--- config.mk ---
export PLATFORM = sky130hd
export DESIGN_NAME = clk_div_gen
export DESIGN_NICKNAME = d
export VERILOG_FILES = /design/src/rtl/clk_div_gen.sv
export SDC_FILE = /design/constraint.sdc
export NUM_CORES = 1
export LEC_CHECK = 0
export BUFFER_PORTS_ARGS = -buffer_cell sky130_fd_sc_hd__buf_4
export CAP_MARGIN = 40
export CELL_PAD_IN_SITES_DETAIL_PLACEMENT = 0
export CELL_PAD_IN_SITES_GLOBAL_PLACEMENT = 1
export CORE_ASPECT_RATIO = 0.6
export CORE_MARGIN = 2
export CORE_UTILIZATION = 40
export DETAILED_ROUTE_END_ITERATION = 10
export PLACE_DENSITY = 0.75
export SYNTH_ARGS = -nofsm -noshare
export SYNTH_HDL_FRONTEND = slang
export SYNTH_SLANG_ARGS = --single-unit
--- constraint.sdc ---
create_clock -name clk -period 3.9 [get_ports clk]
set_input_delay 0 -clock clk [delete_from_list [all_inputs] [get_ports clk]]
set_output_delay 0 -clock clk [all_outputs]
set_load 0.01 [all_outputs]
--- src/rtl/clk_div_gen.sv ---
// Programmable integer clock divider, 50% duty for even and odd divisors.
// Divisor changes are deferred to a period boundary; tick marks each clk_out rise in the clk domain.
module clk_div_gen #(
    parameter int WIDTH       = 8,
    parameter int DEFAULT_DIV = 10
) (
    input  logic             clk,
    input  logic             rst_n,
    input  logic             en,
    input  logic [WIDTH-1:0] div_in,
    input  logic             div_load,
    output logic             clk_out,
    output logic             tick,
    output logic [WIDTH-1:0] div_cur,
    output logic             div_pending,
    output logic             div_err
);
    localparam logic [WIDTH-1:0] DIV_RST = WIDTH'(DEFAULT_DIV);
    localparam logic [WIDTH-1:0] ONE     = WIDTH'(1);
    localparam logic [WIDTH-1:0] TWO     = WIDTH'(2);

    logic [WIDTH-1:0] cnt;
    logic [WIDTH-1:0] cnt_next;
    logic [WIDTH-1:0] div_pend;
    logic [WIDTH-1:0] div_pend_next;
    logic [WIDTH-1:0] div_next;
    logic [WIDTH-1:0] half_len;
    logic             p;
    logic             p_next;
    logic             n;
    logic             ext;
    logic             boundary;
    logic             apply;
    logic             load_ok;
    logic             load_bad;
    logic             pending_next;
    logic             tick_next;

    always_comb begin
        load_ok       = div_load && (div_in >= TWO);
        load_bad      = div_load && (div_in < TWO);
        boundary      = en && (cnt == div_cur - ONE);
        // A pending divisor takes over at a boundary, or at once while stopped.
        apply         = div_pending && (boundary || !en);
        div_next      = apply ? div_pend : div_cur;
        // p covers the floor(N/2) whole cycles; for odd N the negedge copy adds the last half cycle,
        // so every rise stays on a posedge and the fall lands on a negedge.
        half_len      = div_next >> 1;
        if (!en)
            cnt_next = div_next - ONE;
        else if (boundary)
            cnt_next = '0;
        else
            cnt_next = cnt + ONE;
        p_next        = en && (cnt_next < half_len);
        tick_next     = en && (cnt_next == '0);
        div_pend_next = load_ok ? div_in : div_pend;
        pending_next  = load_ok || (div_pending && !apply);
    end

    always_ff @(posedge clk) begin
        if (!rst_n) begin
            cnt         <= DIV_RST - ONE;
            div_cur     <= DIV_RST;
            div_pend    <= DIV_RST;
            div_pending <= 1'b0;
            p           <= 1'b0;
            ext         <= 1'b0;
            tick        <= 1'b0;
            div_err     <= 1'b0;
        end else begin
            cnt         <= cnt_next;
            div_cur     <= div_next;
            div_pend    <= div_pend_next;
            div_pending <= pending_next;
            p           <= p_next;
            // Qualifies the half-cycle tail so stop and reset drop clk_out on the posedge.
            ext         <= en && p;
            tick        <= tick_next;
            div_err     <= load_bad;
        end
    end

    always_ff @(negedge clk) begin
        n <= p;
    end

    assign clk_out = div_cur[0] ? (p | (n & ext)) : p;

endmodule

Word level (Yosys, flattened, before mapping)
Cells that the tools add are included.
- output and inout bits: 12
- register bits: 30
- input port bits: 12
- logic and storage cells: 35
- equal/unequal tests: 1
- reductions and logical operators: 13
- magnitude comparators: 3
- bitwise operators: 2
- $add $sub $neg: 3
- multiplexer cells: 4
- operators by type and width (cell ; number):
    2-to-1 mux 8 bit ; 3
    subtractor 8 x 1 -> 8 bit (second input constant) ; 2
    adder 8 x 1 -> 8 bit (second input constant) ; 1
    equality test 8 bit ; 1
    greater-or-equal comparator 8 x 2 -> 1 bit (second input constant) ; 1
    logical AND 1 bit ; 8
    logical NOT 8 bit ; 1
    less-than comparator 8 x 2 -> 1 bit (second input constant) ; 1
    less-than comparator 8 x 7 -> 1 bit ; 1
    logical NOT 1 bit ; 2
    logical OR 1 bit ; 2
    AND 1 bit ; 1
    2-to-1 mux 1 bit ; 1
    bitwise OR 1 bit ; 1

Longest topological paths before layout
- depth in word-level cells: 10
- mapped depth: 22
- mapped depth without buffers: 20

==> key figures <==
Final layout
  • Most frequent cells in the layout: 44 x buf_4, 30 x dfxtp_1, 23 x nand2_1, 14 x xnor2_1, 13 x nor2b_1
  • # nets final: 286
  • Number of fill cells: 424
  • Commonest non-fill, non-tap cell in the layout: buf_4
  • P&R area growth vs syn: 26.1%
  • Antenna Diode Count: 0
  • Share of cells above drive strength 1: 25.2%
  • Final Util: a little over half

Drt
  • Pre-Repair DR Iteration Count: 4
  • Total Wirelength: roughly 5.6 mm
  • Drt wl/cell: ~17 µm
  • Vias: roughly 1800
  • Via density: around 5.4
  • DRC: 0
  • Routed Antenna Nets: 0
  • 1st-iter DRT viols: 230

Setup path
  • Capturing point of the worst reg2reg path: p
  • Worst-path maximum fanout: 7
  • Critical path class: reg2reg
  • Critical path required time: about 4.1 ns
  • CP Launch Type: flop
  • Worst Path Arrival: around 4.1 ns
  • Worst setup EP type: flop
  • Reg-to-Reg Start: div_cur[0]
  • Crit path to: p
  • Setup crit start: div_cur[0]
  • Register-to-Register Path Depth: 17
  • R2r setup slk: 0.05 ns

CTS
  • Clock transition at path regs: 0.07 ns
  • Clock sink total: 30
  • Clk_lat worst skew: approximately 0.33 ns
  • Root buf cell: clkbuf_8
  • CTS tree: built
  • Longest Clk Path Bufs: 2
  • Htree depth: 2
  • Cts bufs inserted: 5

Synthesis
  • Top_reg_cell synth: dfxtp_1
  • Post-synth ARST share: 0%
  • Sequential cell area fraction in the yosys report: between 30% and 40%
  • Syn Inst Count: approximately 220
  • Cell variety after synth: 52
  • Seq cells post-synth: 30
  • Synth Area per Inst: 8.97 µm²
  • EDFF count, synth: 0
  • Syn nets: 243
  • Post-Syn Area: 0.00199 mm²
  • YS warnings: 0

Floorplanning
  • DIE AREA: approximately 0.0056 mm²
  • IO Count: 24
  • Initial Util: roughly 43%
  • Die width: 95.1 µm
  • Row cnt: 19
  • Core Area: about 0.0047 mm²
  • Die Y: 58.7 µm

Pwr
  • Clock power frac: 30.9%
  • Worst IR Drop VDD: ~0.3 mV
  • Flop pwr share: 40.9%
  • Cell internal pwr: 0.589 mW
  • Comb pwr share: about 28%
  • Pleak: roughly 1.1 nW
  • Power density over cell area: roughly 340 mW/mm²
  • Sw Ratio: 31.8%
  • Sw power: around 0.27 mW

Place
  • Post-DP HPWL: approximately 4.2 mm
  • Placer Congestion: around 0.86
  • IO Port Bufs: 23

STA
  • Fin. max-slew vios: 0
  • FMAX: between 200 and 300 MHz
  • Worst-margin pin slew: 0.509 ns
  • Hold Violations, Final: 0
  • Fin crit period: 3.85 ns
  • Sum of negative setup slack: 0 ns
  • Setup violations, final: 0
  • RSZ-0062 raised after global routing: yes
  • Clock Skew: 0.0507 ns
  • Final period utilization: between 90% and 100%
  • Worst rel slew slack: 65.8%

Hold path
  • HP Class: in2reg

Status
  • Outcome: complete, no violations

Global route
  • First-pass GRT wire length: 9.09 mm
  • Tot GR Track Use: 22.1%
  • Largest net degree at the start of global routing: 29
  • Antenna violations before repair: 0
  • Vias in the first global route: ~1600
  • Grt ovf: 0

Run
  • Max-cap check violation count: 0
## through the flow
step           worst slack [ns]  cell area, µm²  hold WS, ns  std cells  power, mW
2_1_floorplan            0.0566            1990        0.124        222      0.510
3_3_place_gp            -0.0539            2300        0.224        313      0.583
3_5_place_dp             -0.183            2300        0.225        313      0.580
4_1_cts                   0.120            2510      0.00245        329      0.860
5_1_grt                  -0.120            2510       0.0226        329      0.908
6_report                 0.0506            2510      0.00468        329      0.863
## worst max-delay path: stages, from the launching register on
cell and delay, ns:
dfxtp_1 0.31, buf_4 0.17, or3_4 0.44, o311ai_4 0.25, nand3_2 0.14, a31o_4 0.27
nand2_8 0.10, mux2i_4 0.24, ha_2 0.21, buf_4 0.12, xor2_1 0.18, o22ai_1 0.12
ha_1 0.32, a21o_1 0.16, a21o_1 0.22, a31oi_1 0.28, o21ai_0 0.17, o21ai_2 0.09
## final cells by class
| cell class | count | area (µm²) | area share, % |
|---|---|---|---|
| Clock buffer | 8 | 90.1 | 3.59 |
| Tap cell | 63 | 78.8 | 3.14 |
| Inverter | 6 | 22.5 | 0.896 |
| Sequential cell | 30 | 601 | 23.9 |
| Timing Repair Buffer | 49 | 380 | 15.1 |
| Multi-Input combinational cell | 172 | 1340 | 53.2 |
| Clock inverter | 1 | 3.75 | 0.149 |
## sequential cells by signal, summed over array words and instances (netlist names)
signal / flops
div_cur: 8
tick: 1
div_pend: 8
ext: 1
n: 1
div_pending: 1
p: 1
cnt: 8
div_err: 1
## cell families after synthesis
| group | Yosys count | synth area share, % |
|---|---|---|
| AND/OR/NAND/NOR | 85 | 25.3 |
| AO/OA/AOI/OAI | 40 | 15.5 |
| flip-flops | 30 | 30.2 |
| XOR/XNOR | 26 | 11.4 |
| buffers and inverters | 20 | 5.34 |
| multiplexers | 11 | 6.16 |
| adder cells (fa/ha/maj) | 10 | 6.16 |
## how the worst min path moves through the flow
stage                    from  cells past startpoint           to  slack, ns
floorplan           div_in[1]                      2  div_pend[1]       0.12
global placement    div_in[1]                      3  div_pend[1]       0.22
detailed placement  div_in[1]                      3  div_pend[1]       0.22
CTS                 div_in[7]                      3  div_pend[7]      0.002
global route        div_in[5]                      3  div_pend[5]       0.02
finish              div_in[7]                      3  div_pend[7]      0.005
## synth_stat cells, types with 3 or more instances
cell	number	area, µm²
xor2_1	11	96.3
dfxtp_1	30	601
a22oi_1	3	22.5
buf_6	4	45.0
o22ai_1	5	31.3
o21ai_0	3	15.0
nor2_1	8	30.0
nor2b_1	13	81.3
ha_1	9	113
a21boi_0	4	30.0
xnor2_1	15	131
nand3_1	11	55.1
a21oi_1	6	30.0
and3_1	6	37.5
mux2i_1	10	100
and2_1	6	37.5
inv_1	7	26.3
clkbuf_1	7	26.3
nor3_1	3	15.0
nand2_1	23	86.3
## power by group through the flow
stage / combinational [mW] / clock (mW) / sequential (mW)
2_1_floorplan: 0.156 / 0.00321 / 0.351
3_3_place_gp: 0.220 / 0.00321 / 0.360
3_5_place_dp: 0.218 / 0.00321 / 0.358
4_1_cts: 0.239 / 0.268 / 0.353
5_1_grt: 0.266 / 0.286 / 0.356
6_report: 0.243 / 0.267 / 0.353
## routing by layer
layer	up-vias	global-route usage (%)	part of all wire [%]
met5	-	0	0
met2	70	28.2	36
met1	837	36.9	53
met3	2	4.99	10
met4	0	3.73	0.36
li1	871	-	-
## timing repair
| action | CTS | global route |
|---|---|---|
| hold endpoints to repair | 4 | 0 |
| buffers inserted | 3 | 0 |
| pin swaps | 8 | 2 |
| gates resized for setup | 9 | 0 |
| setup endpoints to repair | 1 | 1 |
| hold buffers | 5 | 0 |
No activity file was read; power rests on OpenSTA's default activity.
